<file path="src/rtl/keypad_encoder_p_pkg.sv">
// Shared types and helpers for the keypad front end: debounce FSM states and
// the priority encoder that turns a synchronised key vector into a code.
package keypad_pkg;

   localparam int KEY_MAX  = 64;
   localparam int CODE_MAX = 6;

   typedef enum logic [1:0] {
      IDLE     = 2'd0,
      PRESS_DB = 2'd1,
      HELD     = 2'd2,
      REL_DB   = 2'd3
   } kp_state_e;

   typedef struct packed {
      logic [CODE_MAX-1:0] code;
      logic                any;
      logic                many;
   } prio_t;

   // Highest set index wins; also reports whether any / more than one key is set.
   function automatic prio_t prio_enc(input logic [KEY_MAX-1:0] vec);
      prio_t       res;
      int unsigned ones;
      res  = '0;
      ones = 0;
      for (int i = 0; i < KEY_MAX; i++) begin
         if (vec[i]) begin
            res.code = CODE_MAX'(i);
            ones     = ones + 1;
         end else begin
            ones     = ones;
         end
      end
      res.any  = (ones != 0);
      res.many = (ones > 1);
      return res;
   endfunction

endpackage

</file>
<file path="src/rtl/keypad_encoder_p_if.sv">
// Key inputs, mode select and encoded outputs of the keypad front end.
interface keypad_encoder_p_if #(
   parameter int NUM_KEYS = 10,
   parameter int CODE_W   = 4
);
   logic [NUM_KEYS-1:0] key;
   logic                enablen;
   logic [CODE_W-1:0]   D;
   logic                loadn;
   logic                key_valid;
   logic                pgt_1Hz;
   logic                multi_key;

   modport master (output key, enablen,
                   input  D, loadn, key_valid, pgt_1Hz, multi_key);
   modport slave  (input  key, enablen,
                   output D, loadn, key_valid, pgt_1Hz, multi_key);
endinterface

</file>
<file path="src/rtl/keypad_encoder_p_tick_divider.sv">
// Free-running modulo-DIV_RATIO counter; tick marks the last count before wrap.
module tick_divider #(
   parameter int DIV_RATIO = 100
) (
   input  logic clk,
   input  logic clrn,
   output logic tick
);
   localparam int DIV_W = (DIV_RATIO > 2) ? $clog2(DIV_RATIO) : 1;

   logic [DIV_W-1:0] count_r;

   assign tick = (count_r == DIV_W'(DIV_RATIO - 1));

   // Count register, wraps to zero after the terminal count.
   always_ff @(posedge clk or negedge clrn) begin
      if (!clrn) begin
         count_r <= '0;
      end else if (tick) begin
         count_r <= '0;
      end else begin
         count_r <= count_r + DIV_W'(1);
      end
   end
endmodule

</file>
<file path="src/rtl/keypad_encoder_p.sv">
// Keypad front end: synchronise, priority-encode and debounce raw keys, emit one
// code/strobe per press and mux the event pulse with a divided timebase.
module keypad_encoder_p
   import keypad_pkg::*;
#(
   parameter int NUM_KEYS        = 10,
   parameter int CODE_W          = 4,
   parameter int DEBOUNCE_CYCLES = 4,
   parameter int DIV_RATIO       = 100,
   parameter int SYNC_STAGES     = 2
) (
   input logic              clk,
   input logic              clrn,
   keypad_encoder_p_if.slave bus
);
   localparam int              CNT_W   = $clog2(DEBOUNCE_CYCLES + 1);
   localparam logic [CNT_W-1:0] CNT_MAX = CNT_W'(DEBOUNCE_CYCLES);
   localparam logic [CNT_W-1:0] CNT_ONE = CNT_W'(1);
   localparam bit              INSTANT = (DEBOUNCE_CYCLES == 1);

   logic [SYNC_STAGES-1:0][NUM_KEYS-1:0] sync_r;
   logic [NUM_KEYS-1:0]  ks_s;
   prio_t                enc_s;
   kp_state_e            state_r, state_s;
   logic [CNT_W-1:0]     cnt_r, cnt_s, cnt_inc_s;
   logic [CODE_MAX-1:0]  cand_r, cand_s, acc_code_s;
   logic                 accept_s;
   logic [CODE_W-1:0]    d_r;
   logic                 key_valid_r, loadn_r, multi_r, pgt_r;
   logic                 tick_s, pgt_src_s;

   tick_divider #(.DIV_RATIO(DIV_RATIO)) u_div (
      .clk  (clk),
      .clrn (clrn),
      .tick (tick_s)
   );

   assign ks_s      = sync_r[SYNC_STAGES-1];
   assign enc_s     = prio_enc(KEY_MAX'(ks_s));
   assign pgt_src_s = bus.enablen ? tick_s : key_valid_r;

   // Synchroniser chain for the asynchronous key lines.
   always_ff @(posedge clk or negedge clrn) begin
      if (!clrn) begin
         sync_r <= '0;
      end else begin
         sync_r <= {sync_r[SYNC_STAGES-2:0], bus.key};
      end
   end

   // Debounce next-state logic; acceptance is the single-cycle strobe request.
   always_comb begin
      state_s    = state_r;
      cnt_s      = cnt_r;
      cand_s     = cand_r;
      accept_s   = 1'b0;
      acc_code_s = cand_r;
      cnt_inc_s  = (cnt_r == CNT_MAX) ? cnt_r : cnt_r + CNT_ONE;
      if (bus.enablen) begin
         state_s = IDLE;
         cnt_s   = '0;
      end else begin
         case (state_r)
            IDLE: begin
               if (enc_s.any) begin
                  cand_s = enc_s.code;
                  cnt_s  = CNT_ONE;
                  if (INSTANT) begin
                     accept_s   = 1'b1;
                     acc_code_s = enc_s.code;
                     state_s    = HELD;
                  end else begin
                     state_s    = PRESS_DB;
                  end
               end else begin
                  cnt_s = '0;
               end
            end
            PRESS_DB: begin
               if (!enc_s.any) begin
                  state_s = IDLE;
                  cnt_s   = '0;
               end else if (enc_s.code != cand_r) begin
                  cand_s = enc_s.code;
                  cnt_s  = CNT_ONE;
               end else begin
                  cnt_s = cnt_inc_s;
                  if (cnt_inc_s >= CNT_MAX) begin
                     accept_s = 1'b1;
                     state_s  = HELD;
                  end else begin
                     state_s  = PRESS_DB;
                  end
               end
            end
            HELD: begin
               if (!enc_s.any) begin
                  cnt_s   = INSTANT ? '0 : CNT_ONE;
                  state_s = INSTANT ? IDLE : REL_DB;
               end else begin
                  state_s = HELD;
               end
            end
            REL_DB: begin
               if (enc_s.any) begin
                  state_s = HELD;
               end else if (cnt_inc_s >= CNT_MAX) begin
                  state_s = IDLE;
                  cnt_s   = '0;
               end else begin
                  cnt_s   = cnt_inc_s;
               end
            end
            default: begin
               state_s = IDLE;
               cnt_s   = '0;
            end
         endcase
      end
   end

   // FSM state, candidate code and registered outputs.
   always_ff @(posedge clk or negedge clrn) begin
      if (!clrn) begin
         state_r     <= IDLE;
         cnt_r       <= '0;
         cand_r      <= '0;
         d_r         <= '0;
         key_valid_r <= 1'b0;
         loadn_r     <= 1'b1;
         multi_r     <= 1'b0;
         pgt_r       <= 1'b0;
      end else begin
         state_r     <= state_s;
         cnt_r       <= cnt_s;
         cand_r      <= cand_s;
         d_r         <= accept_s ? acc_code_s[CODE_W-1:0] : d_r;
         key_valid_r <= accept_s;
         loadn_r     <= ~accept_s;
         multi_r     <= accept_s & enc_s.many;
         // Masking with the previous value keeps the pulse one cycle wide across mode flips.
         pgt_r       <= pgt_src_s & ~pgt_r;
      end
   end

   assign bus.D         = d_r;
   assign bus.loadn     = loadn_r;
   assign bus.key_valid = key_valid_r;
   assign bus.multi_key = multi_r;
   assign bus.pgt_1Hz   = pgt_r;
endmodule

</file>
<file path="src/flat_wrapper.sv">
// flat-port wrapper written by rule: the top's interface ports become plain ports
module keypad_encoder_p_flat import keypad_pkg::*;
#(
   parameter int NUM_KEYS        = 10,
   parameter int CODE_W          = 4,
   parameter int DEBOUNCE_CYCLES = 4,
   parameter int DIV_RATIO       = 100,
   parameter int SYNC_STAGES     = 2
)
  (clk, clrn, bus_key, bus_enablen, bus_D, bus_loadn, bus_key_valid, bus_pgt_1Hz, bus_multi_key);
  keypad_encoder_p_if #(.NUM_KEYS(NUM_KEYS), .CODE_W(CODE_W)) bus_i ();
  input logic clk;
  input logic clrn;
  input wire logic [$bits(bus_i.key)-1:0] bus_key;
  input wire logic [$bits(bus_i.enablen)-1:0] bus_enablen;
  output wire logic [$bits(bus_i.D)-1:0] bus_D;
  output wire logic [$bits(bus_i.loadn)-1:0] bus_loadn;
  output wire logic [$bits(bus_i.key_valid)-1:0] bus_key_valid;
  output wire logic [$bits(bus_i.pgt_1Hz)-1:0] bus_pgt_1Hz;
  output wire logic [$bits(bus_i.multi_key)-1:0] bus_multi_key;
  assign bus_i.key = bus_key;
  assign bus_i.enablen = bus_enablen;
  assign bus_D = bus_i.D;
  assign bus_loadn = bus_i.loadn;
  assign bus_key_valid = bus_i.key_valid;
  assign bus_pgt_1Hz = bus_i.pgt_1Hz;
  assign bus_multi_key = bus_i.multi_key;
  keypad_encoder_p #(.NUM_KEYS(NUM_KEYS), .CODE_W(CODE_W), .DEBOUNCE_CYCLES(DEBOUNCE_CYCLES), .DIV_RATIO(DIV_RATIO), .SYNC_STAGES(SYNC_STAGES)) u_core (.clk(clk), .clrn(clrn), .bus(bus_i));
endmodule
</file>
<file path="config.mk">
export PLATFORM = sky130hd
export DESIGN_NAME = keypad_encoder_p_flat
export DESIGN_NICKNAME = d
export VERILOG_FILES = /design/src/rtl/keypad_encoder_p_pkg.sv /design/src/rtl/keypad_encoder_p_if.sv /design/src/rtl/keypad_encoder_p_tick_divider.sv /design/src/rtl/keypad_encoder_p.sv /design/src/flat_wrapper.sv
export SDC_FILE = /design/constraint.sdc
export NUM_CORES = 1
export LEC_CHECK = 0
export CORE_AREA = 2 2 91 93
export CTS_CLUSTER_SIZE = 12
export DETAILED_ROUTE_END_ITERATION = 8
export DIE_AREA = 0 0 93 95
export GPL_TIMING_DRIVEN = 0
export PLACE_DENSITY = 0.62
export SLEW_MARGIN = 20
export SYNTH_ARGS = -nofsm -noshare
export SYNTH_HDL_FRONTEND = slang
export SYNTH_HIERARCHICAL = 1
export SYNTH_SLANG_ARGS = --single-unit
</file>
<file path="constraint.sdc">
create_clock -name clk -period 17.45 [get_ports clk]
set_input_delay 1.745 -clock clk [delete_from_list [all_inputs] [get_ports clk]]
set_output_delay 1.745 -clock clk [all_outputs]
set_load 0.01 [all_outputs]
</file>
* Yosys cells after proc, flatten, opt, wreduce, memory -nomap -nowiden
Cells that the tools add are included.
** Word-level totals
- Register bits :: 46
- Latch bits :: 0
- Bits in writable memories :: 0
- ROM bits :: 0
- Bits of input ports :: 13
- Output and inout port bits :: 8
- Logic and storage cells :: 97
- Memories kept :: 0
** Cells by class
- Add/subtract/negate cells :: 11
- $mul :: 0
- Divide/modulo/power cells :: 0
- Magnitude comparators :: 2
- Eq/ne operators :: 14
- Shift operators :: 0
- Multiplexer cells :: 48
- Bitwise operators :: 5
- Reductions and logical operators :: 6
** Operators by type and width (count)
- $mux 32 :: 9
- $add 32x1->32 const B :: 8
- $mux 6 :: 11
- $gt 32x1->1 const B :: 1
- $reduce_bool 32->1 :: 1
- $mux 3 :: 7
- $mux 2 :: 7
- $pmux 3 s4 :: 1
- $pmux 6 s2 :: 1
- $mux 1 :: 10
- $pmux 2 s4 :: 1
- $add 7x1->7 const B :: 1
- $eq 7x7->1 const B :: 1
- $mux 7 :: 1
- $ne 2x1->1 const B :: 3
- $ne 3x3->1 const B :: 2
- $ne 6x6->1 :: 1
- $reduce_and 5->1 :: 1
- $eq 2x2->1 const B :: 2
- $ne 4x2->1 const B :: 1
- $ne 4x4->1 const B :: 1
- $add 3x1->3 const B :: 1
- $eq 3x3->1 const B :: 1
- $ge 3x3->1 const B :: 1
- other kinds (9) :: 12

* Longest topological paths before layout
Gate-level depths: netlist of run 1.
- Word-level depth :: 24
- Gate-level depth with buffers :: 27
- Gate-level depth less buffers :: 27

* Hierarchy
The synthesis of run 1 kept the hierarchy.
** Modules (own cells, without submodules)
- keypad_encoder_p :: instances 1, cells an instance 226, area each 2344.7 µm²
- tick_divider :: instances 1, cells an instance 29, area each 345.3 µm²

* Least setup slack after synthesis of run 1
OpenSTA, ideal clock, no wires.
- Kind :: register -> register
- Start point :: register u_core.sync_r (netlist bit u_core/ks_s[0])
- End point :: register u_core.d_r[0] (netlist: u_core/bus.D[0])
- Setup time :: 0.125 ns
- Arrival :: 5.845 ns
- Required time :: 17.325 ns
- Slack :: 11.480 ns
- Stages on the path, launching flop included :: 26
- Period minus slack after synthesis :: 5.970 ns
- Cells stage by stage :: dfrtp_1 > inv_1 > ha_1 > xor2_2 > ha_1 > nand2_1 > o21ai_0 > ha_1 > mux2_2 > ha_1 > inv_1 > a22o_1 > nand2_1 > ha_1 > mux2_2 > ha_1 > o22ai_1 > a31oi_1 > ha_1 > mux2_2 > ha_1 > xor2_1 > or3_1 > o22a_1 > o31ai_4 > mux2_2
** Between the ends
- Longest elaborated chain between the ends :: 23
** Ends and longest elaborated chain
- start: declaration :: RTL line keypad_encoder_p.sv:21 : logic [SYNC_STAGES-1:0][NUM_KEYS-1:0] sync_r;
- start signal: assignment :: RTL line keypad_encoder_p.sv:47 : sync_r <= {sync_r[SYNC_STAGES-2:0], bus.key};
- $mux 1 * :: RTL line keypad_encoder_p_pkg.sv:28 : if (vec[i]) begin
- $add 1x1->2 :: RTL line keypad_encoder_p_pkg.sv:30 : ones = ones + 1;
- $mux 32 * :: RTL line keypad_encoder_p_pkg.sv:28
- $add 32x1->32 :: RTL line keypad_encoder_p_pkg.sv:30
- $mux 32 * :: RTL line keypad_encoder_p_pkg.sv:28
- $add 32x1->32 :: RTL line keypad_encoder_p_pkg.sv:30
- $mux 32 * :: RTL line keypad_encoder_p_pkg.sv:28
- $add 32x1->32 :: RTL line keypad_encoder_p_pkg.sv:30
- (+7 left out)
- $add 32x1->32 :: RTL line keypad_encoder_p_pkg.sv:30
- $mux 32 * :: RTL line keypad_encoder_p_pkg.sv:28
- $add 32x1->32 :: RTL line keypad_encoder_p_pkg.sv:30
- $mux 32 * :: RTL line keypad_encoder_p_pkg.sv:28
- $reduce_bool 32->1 * :: RTL line keypad_encoder_p_pkg.sv:35 : res.any = (ones != 0);
- $mux 1 * :: RTL line keypad_encoder_p.sv:80 : if (!enc_s.any) begin
- $mux 1 * :: RTL line keypad_encoder_p.sv:63 : case (state_r)
- $mux 1 * :: RTL line keypad_encoder_p.sv:59 : if (bus.enablen) begin
- end signal: assignment :: RTL line keypad_encoder_p.sv:137 : d_r <= accept_s ? acc_code_s[CODE_W-1:0] : d_r;
- end: declaration :: RTL line keypad_encoder_p.sv:28 : logic [CODE_W-1:0] d_r;
Mark *: on every way between the ends. The rest lies on a longest branch, timed or not.
A chain may end at the register's enable or synchronous reset.

* Worst setup path after layout of run 1
- Start point :: register u_core.sync_r (netlist bit u_core/ks_s[0])
- End point :: register u_core.d_r[3] (netlist: u_core/bus.D[3])
The elaborated chain is that of the path after synthesis.

==> results of run 1 <==
## Yosys cell counts (3+ instances only)
cell | n | area, µm²
xnor2_1 | 13 | 113.9
a31oi_1 | 5 | 31.28
nand3b_1 | 4 | 30.03
inv_1 | 15 | 56.30
ha_1 | 12 | 150.1
a21oi_1 | 8 | 40.04
xnor3_1 | 4 | 90.09
mux2_2 | 10 | 112.6
buf_2 | 3 | 15.01
o21ai_0 | 9 | 45.04
mux2i_1 | 7 | 70.07
nor2b_1 | 4 | 25.02
and2_1 | 4 | 25.02
dfrtp_1 | 43 | 1076
buf_4 | 3 | 22.52
and3_1 | 3 | 18.77
nand4_1 | 3 | 18.77
nand3_1 | 8 | 40.04
clkbuf_1 | 3 | 11.26
xor2_1 | 3 | 26.28
nand2_1 | 24 | 90.09
o22a_1 | 3 | 26.28
nor2_1 | 10 | 37.54
nor3_1 | 5 | 25.02
o211ai_1 | 5 | 37.54
## routing by layer
layer	global-route usage [%]	vias up	routed length (µm)
met2	20.29	32	2284
met1	15.55	909	2217
met4	4.044	0	71
met3	1.676	6	119
li1	-	961	-
met5	0	-	0
## cells by family after synthesis
family                     share of synthesized area, %
xor gates and xnor gates                          11.54
AOI/OAI and AO/OA                                 13.35
muxes                                             7.349
and+or+nand+nor                                   17.30
buffers and inverters                             3.907
adders and majority gates                         5.581
DFF                                               40.98
## worst min path at each step
stage | from | end | slack [ns] | cells after the start
after floorplan | u_core/sync_r[0] | u_core/ks_s[0] | 0.33 | 0
after global placement | u_core/sync_r[0] | u_core/ks_s[0] | 0.33 | 0
after detailed placement | u_core/sync_r[8] | u_core/ks_s[8] | 0.33 | 0
after CTS | u_core/sync_r[8] | u_core/ks_s[8] | 0.35 | 0
after global routing | u_core/sync_r[4] | u_core/ks_s[4] | 0.36 | 0
final | u_core/sync_r[1] | u_core/ks_s[1] | 0.35 | 0
## worst register-to-register path, stage by stage, from the launching register on
cell and delay (ns):
dfrtp_1 0.36, inv_1 0.05, ha_1 0.37, xor2_2 0.35, ha_1 0.30, nand2_1 0.07, o21ai_0 0.11, ha_1 0.32
mux2_2 0.27, ha_1 0.26, inv_1 0.07, a22o_1 0.19, nand2_1 0.09, ha_1 0.30, mux2_2 0.27, ha_1 0.27
o22ai_1 0.07, a31oi_1 0.31, ha_1 0.33, mux2_2 0.29, ha_1 0.21, xor2_1 0.16, or3_1 0.35, o22a_1 0.26
o31ai_4 0.41, mux2_2 0.38
## layout make-up
cell class	instances	area [µm²]
fillers	802	4775
multi-input cells	187	1483
flip-flops and latches	44	1102
repair buffers	20	205.2
well taps	105	131.4
clock buffers	7	96.34
inverters	15	56.30
plain buffers	9	48.80
clock inverters	1	30.03
## state kept, by name, summed over array words and instances (netlist names)
signal	cells
u_core/bus.D	4
u_core/bus.loadn	1
u_core/state_r	2
u_core/bus.pgt_1Hz	1
u_core/cnt_r	3
u_core/sync_r	10
u_core/ks_s	10
u_core/bus.key_valid	1
u_core/acc_code_s	4
u_core/u_div/count_r	7
u_core/bus.multi_key	1
## metrics by stage
| step | power, µW | worst slack [ns] | cells | utilization (%) | cell area [µm²] |
|---|---|---|---|---|---|
| after detailed placement | 246.0 | 10.94 | 380 | 38.18 | 3027 |
| after global placement | 241.9 | 11.02 | 379 | 37.99 | 3012 |
| after floorplan | 220.4 | 11.48 | 255 | - | 2690 |
| after global routing | 352.4 | 10.45 | 388 | 39.77 | 3153 |
| after CTS | 331.4 | 10.90 | 388 | 39.77 | 3153 |
| final | 328.0 | 10.92 | 388 | 39.77 | 3153 |
## power by group through the flow
stage / clock network, µW / registers (µW) / logic (µW)
6_report: 83.7 / 118 / 127
2_1_floorplan: 0 / 118 / 103
5_1_grt: 91.2 / 119 / 142
3_5_place_dp: 0 / 120 / 126
4_1_cts: 86.7 / 118 / 127
3_3_place_gp: 0 / 119 / 123
==> impl_metrics.env, run 1 <==
export IMPL_async_flop_share_pct=100.0
export IMPL_rows=33
export IMPL_crit_end="u_core/bus.D[3]"
export IMPL_nNetsFinal=307
export IMPL_routed_wl_mm=4.691
export IMPL_hold_violations=0
export IMPL_antenna_found_initial=0
export IMPL_max_slew_margin_rel_pct=61.62
export IMPL_io_pins=21
export IMPL_ctsHtreeMaxLevel=2
export IMPL_drv_cap=0
export IMPL_fin_crit_ns=6.533
export IMPL_max_freq_mhz=153.1
export IMPL_vias=1908
export IMPL_root_buffer="clkbuf_8"
export IMPL_grt_pass1_wl_mm=8.576
export IMPL_syn_num_nets=280
export IMPL_globalplace_congestion=0.7997
export IMPL_hold_worst_slack_ns=0.3462
export IMPL_fp_dieH_um=95
export IMPL_cts_tree="built"
export IMPL_firstDrtPassIters=4
export IMPL_drive_gt1_share_pct=15.19
export IMPL_area_delta_synth_final_pct=17.21
export IMPL_finClkSkew_ns=0.004304
export IMPL_r2r_cells=25
export IMPL_netlist_area_um2=2690
export IMPL_swShare_pct=32.31
export IMPL_drtAntennaViolNets=0
export IMPL_intPower_uw=222.0
export IMPL_wire_per_inst_um=12.09
export IMPL_ys_flop_type="dfrtp_1"
export IMPL_worstMarginPinSlew_ns=0.5752
export IMPL_cts_setup_buffers=0
export IMPL_pwr_share_clk_pct=25.5
export IMPL_clock_sinks=44
export IMPL_crit_fanout=6
export IMPL_drcViolationCount=0
export IMPL_timing_final_crit_share_pct=37.44
export IMPL_grt_max_degree=29
export IMPL_layout_commonest_cell="dfrtp_1"
export IMPL_ctsHoldBuffers=0
export IMPL_drt_iter0_drc=133
export IMPL_ys_seq_area_share_pct=40.98
export IMPL_r2r_slack_ns=10.92
export IMPL_finalMaxSlewViolations=0
export IMPL_synth_distinct_cells=61
export IMPL_drt_vias_per_instance=4.918
export IMPL_core_um2=7928
export IMPL_setup_worst_path_start="u_core/ks_s[0]"
export IMPL_port_buffers=19
export IMPL_clk_path_buf_depth=2
export IMPL_cp_num_buf_inv=2
export IMPL_pwr_share_comb_pct=38.6
export IMPL_critPathTopFamily="adder cells"
export IMPL_arrival_ns=6.71
export IMPL_end_kind="flip-flop"
export IMPL_synth_cells=255
export IMPL_grt_ovfl_total=0
export IMPL_cpPeakStageDelay_ns=0.41
export IMPL_slowest_stage="o31ai_4"
export IMPL_setup_viol=0
export IMPL_worstHoldPathType="flip-flop to flip-flop"
export IMPL_die_width_um=93
export IMPL_crit_top_cell="ha_1"
export IMPL_diodes=0
export IMPL_fin_setup_tns_ns=0
export IMPL_synth_edf_count=0
export IMPL_seqPwrFrac_pct=35.9
export IMPL_final_cell_mix="43 x dfrtp_1, 24 x nand2_1, 18 x clkdlybuf4s50_1"
export IMPL_initial_core_util_pct=33.93
export IMPL_yosysWarningCount=6
export IMPL_worst_ir_drop_vdd_v=0.00007263
export IMPL_numCtsBuffers=5
export IMPL_reg2reg_to="u_core/bus.D[3]"
export IMPL_cp_depth=25
export IMPL_power_density_nw_per_um2=104.0
export IMPL_synth_seq_cells=44
export IMPL_grt_pass1_vias=1928
export IMPL_syn_area_per_cell_um2=10.55
export IMPL_clk_latency_ns=0.29
export IMPL_critPathLaunchType="flip-flop"
export IMPL_rsz0062_at_grt="false"
export IMPL_regToRegStartpoint="u_core/ks_s[0]"
export IMPL_cts_clk_slew_worst_paths_ns=0.08
export IMPL_setup_worst_path_class="flip-flop to flip-flop"
export IMPL_critPathRequiredTime_ns=17.63
export IMPL_dieArea_um2=8835
export IMPL_status="finished clean"
export IMPL_cts_resized=0
export IMPL_grt_usage_pct=11.89
export IMPL_switchingPower_uw=106.0
export IMPL_p_leak_uw=0.001400
export IMPL_dp_hpwl_mm=3.580
Power figures use the tool's default switching activity.
==> run 2: changes to the inputs <==
==> constraint.sdc (replaced) <==
create_clock -name clk -period 6.57 [get_ports clk]
set_input_delay 0.657 -clock clk [delete_from_list [all_inputs] [get_ports clk]]
set_output_delay 0.657 -clock clk [all_outputs]
set_load 0.01 [all_outputs]
==> run 2 against run 1 <==
- sequential cell count unchanged
- highest routed layer unchanged
- setup slack worse by 11 ns
- power rose to 2.7 times the previous value
- critical path type unchanged
- combinational power rose to 2.7 times the previous value
- wire length up 1.4%
- cell count up 1.0%
- largest power group unchanged
- sequential share of layout area down 0.69 points
- via count up 1.4%
- count of clock-buffer cells in the layout unchanged
- critical path depth up 1
==> impl_metrics.env, run 2 (synthesized netlist as in run 1, its figures left out) <==
export IMPL_status="finished clean"
export IMPL_setup_worst_path_class="flip-flop to flip-flop"
export IMPL_clk_latency_ns=0.29
export IMPL_setup_viol=0
export IMPL_critPathRequiredTime_ns=6.75
export IMPL_worstHoldPathType="input pin to asynchronous set/reset pin"
export IMPL_firstDrtPassIters=5
export IMPL_die_width_um=93
export IMPL_seq_area_um2=1102
export IMPL_diodes=0
export IMPL_fin_cells=392
export IMPL_grt_max_degree=29
export IMPL_drtAntennaViolNets=0
export IMPL_initial_core_util_pct=33.93
export IMPL_dp_cells=380
export IMPL_vias=1934
export IMPL_end_kind="flip-flop"
export IMPL_clock_sinks=44
export IMPL_core_um2=7928
export IMPL_finClkSkew_ns=0.003882
export IMPL_ctsHtreeMaxLevel=2
export IMPL_drcViolationCount=0
export IMPL_cts_tree="built"
export IMPL_grt_ovfl_total=0
export IMPL_max_freq_mhz=160.6
export IMPL_wire_per_inst_um=12.13
export IMPL_drive_gt1_share_pct=17.07
export IMPL_nNetsFinal=311
export IMPL_dp_hpwl_mm=3.580
export IMPL_globalplace_congestion=0.7997
export IMPL_cts_clk_slew_worst_paths_ns=0.08
export IMPL_root_buffer="clkbuf_8"
export IMPL_finalMaxSlewViolations=0
export IMPL_critPathLaunchType="flip-flop"
export IMPL_total_power_uw=879.9
export IMPL_numCtsBuffers=5
export IMPL_grt_usage_pct=11.89
export IMPL_p_leak_uw=0.001422
export IMPL_area_delta_synth_final_pct=19.58
export IMPL_drt_vias_per_instance=4.934
export IMPL_drv_cap=0
export IMPL_power_density_nw_per_um2=273.5
export IMPL_antenna_found_initial=0
export IMPL_hold_violations=0
export IMPL_drt_iter0_drc=106
export IMPL_port_buffers=19
export IMPL_io_pins=21
export IMPL_grt_pass1_wl_mm=8.576
export IMPL_clk_path_buf_depth=2
export IMPL_fp_dieH_um=95
export IMPL_fin_crit_ns=6.225
export IMPL_worstMarginPinSlew_ns=0.5639
export IMPL_routed_wl_mm=4.755
export IMPL_arrival_ns=6.40
export IMPL_multiInputGateArea_um2=1513
export IMPL_crit_fanout=6
export IMPL_final_cell_mix="43 x dfrtp_1, 24 x nand2_1, 18 x clkdlybuf4s50_1"
export IMPL_timing_final_crit_share_pct=94.76
export IMPL_nFillCells=795
export IMPL_worst_ir_drop_vdd_v=0.0001930
export IMPL_max_slew_margin_rel_pct=62.37
export IMPL_dieArea_um2=8835
export IMPL_layout_commonest_cell="dfrtp_1"
export IMPL_grt_pass1_vias=1928
export IMPL_rows=33
[run 2: metrics by stage]
stage	hold slack (ns)	TNS [ns]	worst slack, ns	utilization, %	area, µm²
2_1_floorplan	0.3312	0	0.5999	-	2690
3_3_place_gp	0.3327	0	0.1433	37.99	3012
3_5_place_dp	0.3347	0	0.05927	38.18	3027
4_1_cts	0.2815	0	0.02460	39.77	3153
5_1_grt	0.3052	-0.008824	-0.007306	40.58	3217
6_report	0.2803	0	0.3445	40.58	3217
[run 2: timing repair]
item | CTS | global route
hold buffers | 0 | 0
resized for setup | 0 | 6
endpoints found under the setup margin | 0 | 14
setup buffers | 0 | 4
[run 2: where the power goes]
group / leakage [µW] / internal (µW) / switching (µW)
sequential: 0.000538 / 293 / 18.8
combinational: 0.000820 / 168 / 177
clock: 0.0000645 / 134 / 87.9
[run 2: worst paths after layout]
kind / from / end / slack (ns) / cells past startpoint
min in group clk: u_core/sync_r[1] / u_core/ks_s[1] / 0.35 / 0
max: u_core/ks_s[0] / u_core/bus.D[3] / 0.34 / 26
min reg2reg: u_core/sync_r[1] / u_core/ks_s[1] / 0.35 / 0
max reg2reg: u_core/ks_s[0] / u_core/bus.D[3] / 0.34 / 26
max in group asynchronous: clrn / u_core/bus.loadn / 5.74 / 2
min: clrn / u_core/ks_s[3] / 0.28 / 1
[run 2: worst max-delay path, cell delays in order (launching register included)]
cell and delay (ns):
dfrtp_1 0.39, inv_1 0.10, ha_4 0.24, xor2_4 0.16, ha_1 0.31, nand2_1 0.07, o21ai_0 0.12, ha_1 0.35
mux2_2 0.27, ha_1 0.26, inv_1 0.07, a22o_1 0.20, nand2_1 0.09, ha_1 0.31, mux2_2 0.27, ha_1 0.27
o22ai_1 0.08, a31oi_2 0.24, ha_1 0.29, mux2_2 0.29, ha_1 0.20, xor2_1 0.15, or3_1 0.35, o22a_1 0.26
o31ai_4 0.27, buf_6 0.16, mux2_2 0.33
[run 2: per-layer routing]
| layer | vias up | part of all wire, % | track usage [%] |
|---|---|---|---|
| met4 | 0 | 1.5 | 4.044 |
| met3 | 6 | 2.4 | 1.676 |
| met1 | 927 | 47 | 15.55 |
| met2 | 29 | 49 | 20.29 |
| li1 | 972 | - | - |
| met5 | - | 0 | 0 |
[run 2: area by class of cell]
cell class,instances,share of cell area (%)
clock buffer,7,2.995
buffer,9,1.517
sequential,44,34.27
timing repair buffer,24,7.429
multi-input combinational,187,47.02
inverter,15,1.750
clock inverter,1,0.9335
tap,105,4.084
==> run 3: changes to the inputs <==
--- a/config.mk
+++ b/config.mk
@@ -5,12 +5,15 @@
 export SDC_FILE = /design/constraint.sdc
 export NUM_CORES = 1
 export LEC_CHECK = 0
+export ABC_AREA = 0
+export CELL_PAD_IN_SITES_DETAIL_PLACEMENT = 1
+export CELL_PAD_IN_SITES_GLOBAL_PLACEMENT = 1
 export CORE_AREA = 2 2 91 93
 export CTS_CLUSTER_SIZE = 12
 export DETAILED_ROUTE_END_ITERATION = 8
 export DIE_AREA = 0 0 93 95
 export GPL_TIMING_DRIVEN = 0
-export PLACE_DENSITY = 0.62
+export PLACE_DENSITY = 0.72
 export SLEW_MARGIN = 20
 export SYNTH_ARGS = -nofsm -noshare
 export SYNTH_HDL_FRONTEND = slang
==> run 3 against run 2 <==
- worst hold slack improved by 0.062 ns
- count of clock-buffer cells in the layout shrank 1
- global-route usage up 2.3 points
- power shrank 4.5%
- maximum frequency hardly changed
- die area unchanged
- via count grew 2.6%
- final area shrank 1.1%
- critical path depth unchanged
- setup slack worse by 0.0054 ns
==> impl_metrics.env, run 3 (synthesized netlist as in run 1, its figures left out) <==
export IMPL_critPathTopFamily="adder cells"
export IMPL_timing_final_crit_share_pct=94.84
export IMPL_swShare_pct=35.76
export IMPL_globalplace_congestion=0.8061
export IMPL_placedInstanceArea_um2=3034
export IMPL_dp_cells=380
export IMPL_seqPwrFrac_pct=37.4
export IMPL_wl_met3_um=74
export IMPL_crit_top_cell="ha_1"
export IMPL_clk_path_buf_depth=2
export IMPL_regToRegStartpoint="u_core/ks_s[1]"
export IMPL_io_pins=21
export IMPL_area_delta_synth_final_pct=18.33
export IMPL_worst_ir_drop_vdd_v=0.0001538
export IMPL_dieArea_um2=8835
export IMPL_routed_wl_mm=5.691
export IMPL_vias=1984
export IMPL_setup_worst_path_start="u_core/ks_s[1]"
export IMPL_status="finished clean"
export IMPL_grt_pass1_vias=2103
export IMPL_r2r_slack_ns=0.34
export IMPL_port_buffers=19
export IMPL_nNetsFinal=311
export IMPL_setup_viol=0
export IMPL_crit_end="u_core/bus.D[0]"
export IMPL_initial_core_util_pct=33.93
export IMPL_grt_pass1_wl_mm=10.05
export IMPL_fin_ws_ns=0.3391
export IMPL_fin_setup_tns_ns=0
export IMPL_drive_gt1_share_pct=16.72
export IMPL_grt_usage_pct=14.22
export IMPL_drt_vias_per_instance=5.061
export IMPL_pwr_share_comb_pct=42.4
export IMPL_end_kind="flip-flop"
export IMPL_final_cell_mix="43 x dfrtp_1, 24 x nand2_1, 18 x clkdlybuf4s50_1"
export IMPL_critPathLaunchType="flip-flop"
export IMPL_hold_worst_slack_ns=0.3425
export IMPL_dp_hpwl_mm=4.311
export IMPL_reg2reg_to="u_core/bus.D[0]"
export IMPL_intPower_uw=539.9
export IMPL_antenna_found_initial=0
export IMPL_firstDrtPassIters=4
export IMPL_numCtsBuffers=5
export IMPL_critPathRequiredTime_ns=6.75
export IMPL_cp_depth=26
export IMPL_arrival_ns=6.41
export IMPL_fp_dieH_um=95
export IMPL_pwr_share_clk_pct=20.2
export IMPL_finalMaxSlewViolations=0
export IMPL_slowest_stage="dfrtp_1"
export IMPL_wl_met1_mm=2.644
export IMPL_cp_num_buf_inv=3
export IMPL_top_layer="met4"
export IMPL_setup_worst_path_class="flip-flop to flip-flop"
export IMPL_clk_latency_ns=0.29
export IMPL_drtAntennaViolNets=0
export IMPL_worstHoldPathType="input pin to asynchronous set/reset pin"
export IMPL_grt_max_degree=24
export IMPL_r2r_cells=26
export IMPL_design_area_um2=3183
export IMPL_grt_ovfl_total=0
export IMPL_finClkSkew_ns=0.006533
export IMPL_hold_violations=0
export IMPL_ctsHtreeMaxLevel=2
export IMPL_fin_cells=392
export IMPL_p_leak_uw=0.001400
export IMPL_cpPeakStageDelay_ns=0.38
export IMPL_wire_per_inst_um=14.52
export IMPL_drt_iter0_drc=94
export IMPL_drv_cap=0
export IMPL_root_buffer="clkbuf_8"
export IMPL_die_width_um=93
export IMPL_switchingPower_uw=300.5
export IMPL_place_ws_ns=-0.06708
export IMPL_fin_crit_ns=6.231
export IMPL_rows=33
export IMPL_power_density_nw_per_um2=264.0
export IMPL_crit_fanout=5
export IMPL_max_freq_mhz=160.5
export IMPL_max_slew_margin_rel_pct=61.84
export IMPL_drcViolationCount=0
export IMPL_clock_sinks=44
export IMPL_diodes=0
export IMPL_core_um2=7928
export IMPL_layout_commonest_cell="dfrtp_1"
export IMPL_worstMarginPinSlew_ns=0.5718
export IMPL_wl_met2_mm=2.920
export IMPL_cts_tree="built"
export IMPL_cts_clk_slew_worst_paths_ns=0.09
[run 3: changes by cell type in the layout (fill, tap and decap cells not counted), sizes merged]
cell	before	now
bufinv	1	0
clkbuf	10	9
clkinv	0	1
clkinvlp	0	1
[run 3: layout make-up]
class / count / area [µm²]
Clock buffer: 6 / 72.57
Fill cell: 907 / 4745
Inverter: 15 / 56.30
Sequential cell: 44 / 1102
Tap cell: 105 / 131.4
Timing Repair Buffer: 24 / 242.7
Clock inverter: 2 / 16.27
Multi-Input combinational cell: 187 / 1513
Buffer: 9 / 48.80
[run 3: worst reg2reg max path, cell delays in order, from the launching register on]
cell and delay [ns]:
dfrtp_1 0.38, inv_1 0.08, ha_4 0.31, xor2_4 0.18, ha_1 0.26, nand2_1 0.09
o21ai_0 0.13, ha_1 0.34, mux2_2 0.27, ha_1 0.27, inv_1 0.07, a22o_1 0.21
nand2_1 0.09, ha_1 0.31, mux2_2 0.28, ha_1 0.27, o22ai_1 0.08, a31oi_2 0.24
ha_1 0.29, mux2_2 0.29, ha_1 0.21, xor2_1 0.16, or3_1 0.35, o22a_1 0.25
o31ai_4 0.17, buf_4 0.18, mux2_2 0.34
[run 3: how the worst min path moves through the flow]
stage | startpoint | end | cells after the start
4_1_cts | clrn | u_core/sync_r[1] | 1
3_3_place_gp | u_core/sync_r[0] | u_core/ks_s[0] | 0
5_1_grt | clrn | u_core/sync_r[5] | 1
2_1_floorplan | u_core/sync_r[0] | u_core/ks_s[0] | 0
6_report | clrn | u_core/ks_s[1] | 1
3_5_place_dp | u_core/sync_r[2] | u_core/ks_s[2] | 0
[run 3: power groups by stage]
stage,Clock [µW],Combinational (µW),Sequential [µW]
6_report,170,357,314
5_1_grt,188,400,317
3_3_place_gp,0,330,317
4_1_cts,177,348,314
3_5_place_dp,0,345,320
2_1_floorplan,0,273,312
[run 3: layer usage]
| layer | global-route usage, % | up-vias |
|---|---|---|
| li1 | - | 969 |
| met1 | 17.96 | 991 |
| met2 | 25.30 | 18 |
| met3 | 2.155 | 6 |
| met4 | 4.044 | 0 |
| met5 | 0 | - |
[run 3: stage by stage]
| stage | total power, µW | utilization, % |
|---|---|---|
| 2_1_floorplan | 585.3 | - |
| 3_3_place_gp | 647.4 | 37.99 |
| 3_5_place_dp | 664.4 | 38.27 |
| 4_1_cts | 839.3 | 39.58 |
| 5_1_grt | 905.8 | 40.15 |
| 6_report | 840.4 | 40.15 |
[run 3: what timing repair did]
item / in CTS / in global routing
endpoints found under the setup margin: 4 / 14
buffers inserted: 2 / 2
pin swaps: 1 / 1
gates cloned: 0 / 0
hold buffers: 0 / 0
gates resized for setup: 0 / 5
